===== src/rtl/axis_pkt_rr_arbiter.sv =====
`default_nettype none
// ============================================================================
// Module      : axis_pkt_rr_arbiter
// Description : N-input AXI4-Stream packet arbiter with round-robin priority,
//               packet-atomic grants and a registered, source-tagged output.
// Revision    : 1.0 - initial release
// ============================================================================
module axis_pkt_rr_arbiter #(
  parameter int NUM_IN = 4,
  parameter int DATA_W = 8,
  parameter int ID_W   = 2
) (
  input  logic                     clk,
  input  logic                     reset,
  input  logic [NUM_IN-1:0]        s_tvalid,
  input  logic [NUM_IN-1:0]        s_tlast,
  input  logic [NUM_IN*DATA_W-1:0] s_tdata,
  output logic [NUM_IN-1:0]        s_tready,
  output logic                     m_tvalid,
  output logic                     m_tlast,
  output logic [DATA_W-1:0]        m_tdata,
  output logic [ID_W-1:0]          m_tid,
  input  logic                     m_tready,
  output logic                     busy
);

  typedef enum logic [0:0] {
    IDLE = 1'b0,
    XFER = 1'b1
  } state_t;

  state_t              r_state;
  state_t              w_state_nxt;
  logic [ID_W-1:0]     r_grant;
  logic [ID_W-1:0]     w_grant_nxt;
  logic [ID_W-1:0]     r_rr_ptr;
  logic [ID_W-1:0]     w_rr_ptr_nxt;

  logic                r_m_tvalid;
  logic                r_m_tlast;
  logic [DATA_W-1:0]   r_m_tdata;
  logic [ID_W-1:0]     r_m_tid;

  logic [2*NUM_IN-1:0] w_req_dbl;
  logic [ID_W-1:0]     w_sel;
  logic                w_found;
  logic                w_out_free;
  logic [NUM_IN-1:0]   w_ready;
  logic                w_hs;
  logic                w_hs_last;
  logic [DATA_W-1:0]   w_gnt_data;

  // Doubling the request vector lets the search window [rr_ptr, rr_ptr+NUM_IN)
  // cover the wrap without a modulo on a variable index.
  assign w_req_dbl = {s_tvalid, s_tvalid};

  always_comb begin
    w_found = 1'b0;
    w_sel   = '0;
    for (int j = 2*NUM_IN-1; j >= 0; j--) begin
      if (w_req_dbl[j] && (j >= int'(r_rr_ptr)) && (j < int'(r_rr_ptr) + NUM_IN)) begin
        w_found = 1'b1;
        w_sel   = ID_W'(j % NUM_IN);
      end
    end
  end

  always_comb begin
    w_gnt_data = '0;
    for (int i = 0; i < NUM_IN; i++) begin
      if (r_grant == ID_W'(i)) begin
        w_gnt_data = s_tdata[i*DATA_W +: DATA_W];
      end
    end
  end

  assign w_out_free = !r_m_tvalid || m_tready;
  assign w_ready    = (r_state == XFER) ? ({{(NUM_IN-1){1'b0}}, w_out_free} << r_grant) : '0;
  assign w_hs       = |(s_tvalid & w_ready);
  assign w_hs_last  = |(s_tvalid & s_tlast & w_ready);

  always_comb begin
    w_state_nxt  = r_state;
    w_grant_nxt  = r_grant;
    w_rr_ptr_nxt = r_rr_ptr;
    case (r_state)
      IDLE: begin
        if (w_found) begin
          w_grant_nxt = w_sel;
          w_state_nxt = XFER;
        end
      end
      XFER: begin
        if (w_hs_last) begin
          w_state_nxt  = IDLE;
          w_rr_ptr_nxt = (r_grant == ID_W'(NUM_IN-1)) ? '0 : r_grant + 1'b1;
        end
      end
      default: w_state_nxt = IDLE;
    endcase
  end

  always_ff @(posedge clk or posedge reset) begin
    if (reset) begin
      r_state    <= IDLE;
      r_grant    <= '0;
      r_rr_ptr   <= '0;
      r_m_tvalid <= 1'b0;
      r_m_tlast  <= 1'b0;
      r_m_tdata  <= '0;
      r_m_tid    <= '0;
    end else begin
      r_state  <= w_state_nxt;
      r_grant  <= w_grant_nxt;
      r_rr_ptr <= w_rr_ptr_nxt;
      // A load wins over a drain so accept-and-refill keeps one beat per cycle.
      if (w_hs) begin
        r_m_tvalid <= 1'b1;
        r_m_tlast  <= w_hs_last;
        r_m_tdata  <= w_gnt_data;
        r_m_tid    <= r_grant;
      end else if (m_tready) begin
        r_m_tvalid <= 1'b0;
      end
    end
  end

  assign s_tready = w_ready;
  assign m_tvalid = r_m_tvalid;
  assign m_tlast  = r_m_tlast;
  assign m_tdata  = r_m_tdata;
  assign m_tid    = r_m_tid;
  assign busy     = (r_state == XFER);

endmodule
`default_nettype wire

===== config.mk =====
export PLATFORM = sky130hd
export DESIGN_NAME = axis_pkt_rr_arbiter
export DESIGN_NICKNAME = d
export VERILOG_FILES = /design/src/rtl/axis_pkt_rr_arbiter.sv
export SDC_FILE = /design/constraint.sdc
export NUM_CORES = 1
export LEC_CHECK = 0
export CAP_MARGIN = 20
export CORE_MARGIN = 8
export CORE_UTILIZATION = 39
export DETAILED_ROUTE_END_ITERATION = 8
export HOLD_SLACK_MARGIN = 0.08
export PLACE_DENSITY = 0.79
export SLEW_MARGIN = 5
export SYNTH_ARGS = -nofsm -noshare
export SYNTH_HDL_FRONTEND = slang
export SYNTH_SLANG_ARGS = --single-unit
export TNS_END_PERCENT = 30

===== constraint.sdc =====
create_clock -name clk -period 2 [get_ports clk]
set_clock_uncertainty 0.1 [all_clocks]
set_input_delay 0.4 -clock clk [delete_from_list [all_inputs] [get_ports clk]]
set_output_delay 0.4 -clock clk [all_outputs]
set_load 0.01 [all_outputs]

==> results.md, run 1 <==
- The flow ran to the end, and the final reports show no timing, DRC or antenna violations.
- The transition time at the pin with the least slew margin is 552 ps.
- The number of pins with negative max-slew slack in the final report was 0.
- The die is 70.4 µm wide.
- In this run, the combinational gates consume between 60% and 70% of the power.
- The combined area of the multi-input logic cells is 682 µm².
- The clock network burns 7.1% of the power.
- The total of buffers placed on input and output ports is 59.
- The switching power is about 0.98 mW.
- The number of diodes is 0.
- Once the floorplan was initialized, standard cells occupied 41.5% of the core.
- For the worst-skew pair, the clock arrives at the later sink with an insertion delay of between 200 and 300 ps.
- The floorplan has 19 rows.
- The tree is rooted in a sky130_fd_sc_hd__clkbuf_4.
- After synthesis, the cell types taking the most area are sky130_fd_sc_hd__dfrtp_1, sky130_fd_sc_hd__mux2_4, sky130_fd_sc_hd__a221oi_1.
- The number of antenna violations at the first check in global routing is 0.
- The critical path endpoint category is a primary output.
- The synthesized area per cell is 9.87 µm².
- The data arrival time of the critical path is roughly 1400 ps.
- Once detail routing completed, the nets flagged for antenna violations numbered 0.
- In this run the worst hold path is classified as primary input to asynchronous set/reset pin.
- Among cell families on the critical path, the largest total delay comes from buffers and inverters.
- The count of TritonRoute iterations in the first routing pass is 4.
- The number of warnings reported in the yosys synthesis log is 0.
- The signal on the critical path passes through clkdlybuf4s50_1, nand2b_4, nand3_2, nor2_1, clkdlybuf4s15_2.
- The boundary pin count is 60.
- The number of max-cap violations is 0.
- The number of hold violations in the final report is 0.
- The cell area that synthesis handed to floorplanning was 1150 µm².
- Net switching is between 30% and 40% of the power.
- After clock tree synthesis, the flow added hold-fix buffers numbering 0.
- Across the VDD grid, the largest voltage drop is 0.000883 V.
- The cell type of the slowest stage on the worst timing path is sky130_fd_sc_hd__clkdlybuf4s50_1.
- The total setup violations reported at the end of the flow is 0.
- The layout-stage area growth over the synthesis result is 66.0%.
- The layout has between 200 and 250 filler cells.
- The worst pin sits at a relative slew slack of 63.2%.
- The design area is 1920 µm².
- The overall die height is 70.4 µm.
- The number of global-route vias before repair is about 1300.
- The internal power contribution is 1.60 mW.
- The number of unique standard cell types used by synthesis is 33.
- The critical path's largest stage delay is 460 ps.
- The placer's final routability congestion estimate is 0.860.
- The number of buffers and inverters on the critical path is 2.
- In the final layout, the share of cells above drive strength 1 is 24.3%.
- The floorplan step defined a die boundary enclosing 4960 µm².
- The number of vias per cell is between 5 and 6.
- Setup repair after global routing could not meet its margin everywhere.
- The synthesized design devotes to its leading area cell type between 30% and 40% of total area.
- The first global-routing pass estimated 6090 µm of wire.
- The clock transition at the registers of the reported paths is 100 ps.
- The part of the power in registers is 25.0%.
- The placeable core region is between 2000 and 3000 µm².
- The dominant cell type by area after synthesis is sky130_fd_sc_hd__dfrtp_1.
- In this run, synthesis inferred 0 flip-flops with an integrated enable.
- The end-of-flow core utilization is 68.9%.
- The DRC violation count after routing is 0.
- Counting buffers and inverters, the worst setup path is 5 cells deep.
- Counting every instance in the synthesized netlist gives 117.
- By count the netlist is led by sky130_fd_sc_hd__dfrtp_1, sky130_fd_sc_hd__inv_1, sky130_fd_sc_hd__nand2_1, sky130_fd_sc_hd__nor2b_1, sky130_fd_sc_hd__mux2_4.
- Across the whole layout, storage elements account for about 430 µm².
- The CTS tree is done.
- For this block, the via count after detailed routing is around 1200.
- Sequential elements use a little under two fifths of the synthesized area.
- The maximum operating frequency is 516 MHz.
- The period utilization is 97.0%.
- The clock drives 17 sinks.
- The prevailing post-synth register cell is sky130_fd_sc_hd__dfrtp_1.
- Dividing the detail-routed wire length by the instance count gives 16.5 µm.
- The class of the most critical setup path is primary input to primary output.
- The most repeated cell in the gate-level netlist after synthesis is sky130_fd_sc_hd__dfrtp_1.
- The total clock buffers created by CTS is 3.
- The clock period could shrink to 1940 ps.
- The DRC marker count from the first detailed-route iteration is 71.
- Entering global routing, the biggest net connects 18 pins.
- The H-tree depth is 1.
- For this run, asynchronously set or reset flops after synthesis account for 100%.
- The total cell area at the placement stage is 1870 µm².
- For this run the aggregate overflow at the end of global routing stands at 0.
- After detailed routing, the total wire length is approximately 3600 µm.
- The static leakage is roughly 0.83 nW.
- The largest fanout on the critical path is 4.
- The number of buffers on the longest clock path is 2.
- The global routing usage summed across all routing layers is 14.6%.
- In this run the power density over the cells is between 1000 and 1500 nW/µm².
- The HPWL after detailed placement is approximately 2900 µm.
- STA classifies the critical path startpoint as a primary input.
- When the netlist entered floorplanning its net count stood at roughly 160.
- Data on the critical path is required at its endpoint by 1500 ps.
- The worst reg-to-reg path cell count is 6.
- The total of flip-flops plus latches after synthesis is 17.
- At the end of the flow, the number of nets in the layout was about 240.
final timing paths:
check,startpoint,to,slack (ps)
min in group clk,m_tdata[7]$_DFFE_PP0P_,m_tdata[7]$_DFFE_PP0P_,420
worst max-delay path,m_tready,s_tready[0],60
worst min-delay path,reset,m_tdata[6]$_DFFE_PP0P_,310
worst max register to register,r_grant[1]$_DFFE_PP0P_,m_tdata[1]$_DFFE_PP0P_,150
worst min register to register,m_tdata[7]$_DFFE_PP0P_,m_tdata[7]$_DFFE_PP0P_,420
max in group asynchronous,reset,r_grant[1]$_DFFE_PP0P_,1280
kinds of logic after synthesis:
group           Yosys count  synth area share (%)
buf+inv                  15                  6.39
compound gates           36                  22.0
simple gates             32                  15.3
flops                    17                  36.8
fa+ha+maj                 4                  4.33
mux                      13                  15.2
per-layer routing:
| metal | track usage (%) | up-vias | part of all wire [%] |
|---|---|---|---|
| met3 | 5.08 | 4 | 8.4 |
| met2 | 23.3 | 57 | 46 |
| met1 | 17.4 | 552 | 44 |
| met5 | 0 | - | 0 |
| met4 | 5.36 | 0 | 0.99 |
| li1 | - | 570 | - |
registers in the layout (all words and copies together), names as in the netlist:
register and cells:
m_tdata 8, m_tid 2, r_grant 2, r_rr_ptr 2, busy 1, m_tlast 1
m_tvalid 1
metrics by stage:
step / setup slack [ps] / instances / setup TNS [ps] / power (mW) / hold WS (ps)
2_1_floorplan: 197 / 117 / 0 / 1.65 / 226
3_3_place_gp: -296 / 216 / -2590 / 2.33 / 392
3_5_place_dp: -323 / 216 / -2860 / 2.38 / 397
4_1_cts: -6.49 / 220 / -6.49 / 2.57 / 314
5_1_grt: -23.3 / 220 / -23.3 / 2.78 / 335
6_report: 60.2 / 220 / 0 / 2.57 / 312
worst register-to-register path, delay by kind of cell, from the launching register on:
family	cells	cell delay, ps
AOI/OAI and AO/OA	2	410
buffers and inverters	2	280
DFF	1	440
muxes	1	280
adders and majority gates	1	240
power groups by stage:
stage | combinational [mW] | clock, mW | sequential (mW)
4_1_cts | 1.74 | 0.193 | 0.637
3_3_place_gp | 1.70 | 0 | 0.630
2_1_floorplan | 0.956 | 0 | 0.694
5_1_grt | 1.90 | 0.207 | 0.670
3_5_place_dp | 1.74 | 0 | 0.641
6_report | 1.75 | 0.184 | 0.643
what timing repair did:
action | CTS | global route
endpoints found under the setup margin | 4 | 11
resized for setup | 11 | 9
buffers inserted | 0 | 0
layout make-up:
cell class	instances	share of cell area [%]
clock buffers	3	1.17
clock inverters	1	0.261
inverters	9	1.76
multi-input cells	85	35.6
flip-flops and latches	17	22.3
well taps	31	2.02
repair buffers	74	36.9
placed cells by master (no fill, tap or decap), types with 2 or more instances in the layout:
| cell | count |
|---|---|
| sky130_fd_sc_hd__clkdlybuf4s50_1 | 55 |
| sky130_fd_sc_hd__dfrtp_1 | 16 |
| sky130_fd_sc_hd__buf_4 | 14 |
| sky130_fd_sc_hd__nor2b_1 | 9 |
| sky130_fd_sc_hd__nand2_1 | 9 |
| sky130_fd_sc_hd__inv_1 | 9 |
| sky130_fd_sc_hd__mux2_4 | 8 |
| sky130_fd_sc_hd__o31ai_1 | 7 |
| sky130_fd_sc_hd__o21ai_0 | 7 |
| sky130_fd_sc_hd__a221oi_1 | 6 |
| sky130_fd_sc_hd__a21oi_1 | 6 |
| sky130_fd_sc_hd__nor2_1 | 5 |
| sky130_fd_sc_hd__mux2_2 | 4 |
| sky130_fd_sc_hd__ha_1 | 3 |
| sky130_fd_sc_hd__clkbuf_4 | 3 |
| sky130_fd_sc_hd__nand3_2 | 2 |
| sky130_fd_sc_hd__clkdlybuf4s15_2 | 2 |
Note: power is estimated with default switching activity, not from simulation.
==> inputs of run 2 (changes only) <==
GPL_TIMING_DRIVEN = 0   (was unset)
SLEW_MARGIN = unset   (was 5)
==> results.md, run 2 (same netlist as run 1, synthesis figures left out) <==
- The number of vias per cell came to 5.34 (-0.70%).
- The largest fanout on the critical path is 3 (-1).
- The top cell types in the final layout, fill and taps aside, are sky130_fd_sc_hd__clkdlybuf4s50_1, sky130_fd_sc_hd__dfrtp_1, sky130_fd_sc_hd__nor2b_1, sky130_fd_sc_hd__nand2_1.
- The number of clock sinks seen by CTS is 17 (unchanged).
- The critical path's largest stage delay came to 450 ps (about the same).
- The H-tree depth came to 1 (unchanged).
- The number of antenna-violating nets in the routed design is 0 (unchanged).
- The total clock buffers created by CTS is 3 (unchanged).
- The worst register-to-register path begins at r_grant[0]$_DFFE_PP0P_.
- The worst reg-to-reg path cell count was 7 (+1).
- The static leakage is 0.817 nW (-1.4%).
- The clock transition at the registers of the reported paths is 100 ps (about the same).
- The global-route wire length before repair is 5830 µm (-4.2%).
- The relative slew slack is 56.2% (-7.0 points).
- The global routing usage summed across all routing layers is 13.8% (-0.80 points).
- The class of the most critical setup path is primary input to primary output.
- The total vias in the final route is 1164 (-1.6%).
- The number of hold violations in the final report is 0 (unchanged).
- The flip-flop count of the largest register, all copies and words added is 8 (unchanged).
- The cell type of the slowest stage on the worst timing path is sky130_fd_sc_hd__clkdlybuf4s50_1.
- The total of buffers placed on input and output ports is 59 (unchanged).
- The DRC marker count from the first detailed-route iteration is 81 (+14%).
- The layout-stage area growth over the synthesis result is 68.5%.
- The CTS tree is done.
- The data arrival time of the critical path is 1420 ps (-20 ps).
- The number of nets in the final layout came to 235 (-0.84%).
- The boundary pin count came to 60 (unchanged).
- The register-to-register setup slack was 90 ps (-60 ps).
- The shortest clock period the worst path allows after layout is 1920 ps (-17.8 ps).
- The effective utilization at floorplan is 41.5% (unchanged).
- The number of diodes came to 0 (unchanged).
- The number of rows in the core area is 19 (unchanged).
- The worst setup path is captured at a primary output.
- The DRC violation count after routing came to 0 (unchanged).
- The flow ran to the end, and the final reports show no timing, DRC or antenna violations.
- The number of placed instances, taps included is 207 (-4.2%).
- The path class of the tightest hold or removal check is primary input to asynchronous set/reset pin.
- The routed wire length was 3690 µm (+1.7%).
- The average wire per standard cell is 16.9 µm (+2.6%).
- The number of max-cap violations came to 0 (unchanged).
- The chip width is 70.4 µm (unchanged).
- The hold-fix buffer count after cts is 0 (unchanged).
- The overall die height was 70.4 µm (unchanged).
- The remaining global-route overflow is 0 (unchanged).
- The placeable core region is 2780 µm² (unchanged).
- The combined buffer and inverter count along the critical path came to 2 (unchanged).
- The final HPWL from detailed placement is 2750 µm (-5.1%).
- The number of buffers on the longest clock path is 2 (unchanged).
- The placer's final routability congestion estimate is 0.940 (+9.3%).
- The insertion delay to the later sink of the worst-skew pair is 290 ps (about the same).
- The critical path goes through clkdlybuf4s50_1, nand2b_4, nand3_4, nor2_2, clkdlybuf4s15_2.
- The ratio of cells with drive above 1 in the final layout is 27.3% (+2.9 points).
- The worst endpoint required time was 1500 ps (about the same).
- The maximum operating frequency is 520 MHz (+0.93%).
- The number of fillers in the final layout was 208 (-8.4%).
- The largest net degree at the start of global routing is 18 (unchanged).
- The commonest non-fill, non-tap cell in the layout is sky130_fd_sc_hd__clkdlybuf4s50_1.
- The transition time at the pin with the least slew margin is 656 ps (+104 ps).
- The critical path launch point is m_tready.
- The number of global-route vias before repair was 1203 (-7.5%).
- The worst setup path is launched from a primary input.
- The non-filler instance count after layout is 218 (-0.91%).
- The tree is rooted in a sky130_fd_sc_hd__clkbuf_4.
- The period utilization is 96.1% (-0.89 points).
- The number of antenna violations at the first check in global routing is 0 (unchanged).
- The count of TritonRoute iterations in the first routing pass is 4 (unchanged).
- The end-of-flow core utilization was 70.0% (+1.0 points).
- The total setup violations reported at the end of the flow is 0 (unchanged).
- The number of pins with negative max-slew slack in the final report is 0 (unchanged).
- The die outline area came to 4960 µm² (unchanged).
- The top cell family by delay on the critical path is buffers and inverters.
- The cell area power density is 1390 nW/µm² (+3.2%).
- The total power of the final layout came to 2.70 mW (+4.7%).
- In this run the critical register-to-register path is captured at m_tdata[1]$_DFFE_PP0P_.
- The largest voltage drop on the vdd net is 0.000960 V (+8.7%).
## run 2: cell count changes in the layout (fill, tap and decap cells not counted), moves of 2 or more
cell,previous run,this run
sky130_fd_sc_hd__inv_1,9,7
sky130_fd_sc_hd__nor2_1,5,2
sky130_fd_sc_hd__nand3_4,0,2
sky130_fd_sc_hd__dfrtp_2,1,3
sky130_fd_sc_hd__a221oi_1,6,4
sky130_fd_sc_hd__nand3_2,2,0
sky130_fd_sc_hd__a221oi_2,1,3
sky130_fd_sc_hd__buf_2,1,3
sky130_fd_sc_hd__dfrtp_1,16,14
sky130_fd_sc_hd__buf_4,14,8
sky130_fd_sc_hd__nor2_2,1,3
sky130_fd_sc_hd__clkbuf_1,0,2
## run 2: area by class of cell
type                    instances  area [µm²]  area share [%]
multi-input cells              85         722            37.1
repair buffers                 66         642            33.0
flip-flops and latches         17         429            22.1
plain buffers                   6        50.0            2.57
well taps                      31        38.8            1.99
inverters                       9        37.5            1.93
clock buffers                   4        26.3            1.35
## run 2: worst max path at each step
| stage | end | cells after the start |
|---|---|---|
| floorplan | m_tdata[6]$_DFFE_PP0P_ | 7 |
| global placement | s_tready[2] | 5 |
| detailed placement | s_tready[3] | 5 |
| CTS | s_tready[3] | 5 |
| global route | m_tdata[3]$_DFFE_PP0P_ | 7 |
| finish | s_tready[2] | 5 |
## run 2: report_power, final
part	total (mW)	leakage (nW)	internal [mW]	switching, mW
sequential	0.674	0.204	0.519	0.156
combinational	1.84	0.599	1.05	0.789
clock	0.184	0.0150	0.0775	0.106
total	2.70	0.817	1.65	1.05
## run 2: worst register-to-register path: stages, from the launching register on
cell                         delay (ps)
sky130_fd_sc_hd__dfrtp_2            430
sky130_fd_sc_hd__buf_8              130
sky130_fd_sc_hd__clkinvlp_4          90
sky130_fd_sc_hd__ha_2               230
sky130_fd_sc_hd__buf_4              180
sky130_fd_sc_hd__a221oi_1           240
sky130_fd_sc_hd__o31ai_1            130
sky130_fd_sc_hd__mux2_2             270
## run 2: what timing repair did
action | CTS | global route
buffers inserted | 0 | 7
pin swaps | 0 | 4
resized for setup | 19 | 21
gates cloned | 0 | 0
setup endpoints to repair | 12 | 14
## run 2: per-stage QoR
| stage | TNS (ps) | cell area [µm²] | hold WS, ps | setup slack, ps |
|---|---|---|---|---|
| final | 0 | 1950 | 393 | 78.0 |
| after global routing | -7.17 | 1950 | 442 | -7.17 |
| after CTS | -21.0 | 1840 | 414 | -16.3 |
| after detailed placement | -3070 | 1780 | 397 | -377 |
| after global placement | -2580 | 1780 | 391 | -349 |
| after floorplan | 0 | 1150 | 226 | 197 |
## run 2: per-layer routing
metal | share of wire (%) | GRT usage [%] | vias up
met4 | 0.46 | 2.01 | 0
met2 | 46 | 22.5 | 46
met1 | 45 | 17.4 | 548
met5 | 0 | 0 | -
met3 | 9.1 | 4.38 | 2
li1 | - | - | 568
==> inputs of run 3 (changes only) <==
SLEW_MARGIN = 0   (was unset)
==> results of run 3 <==
Same layout as run 2: the final DEF is identical, and so are final timing and power.
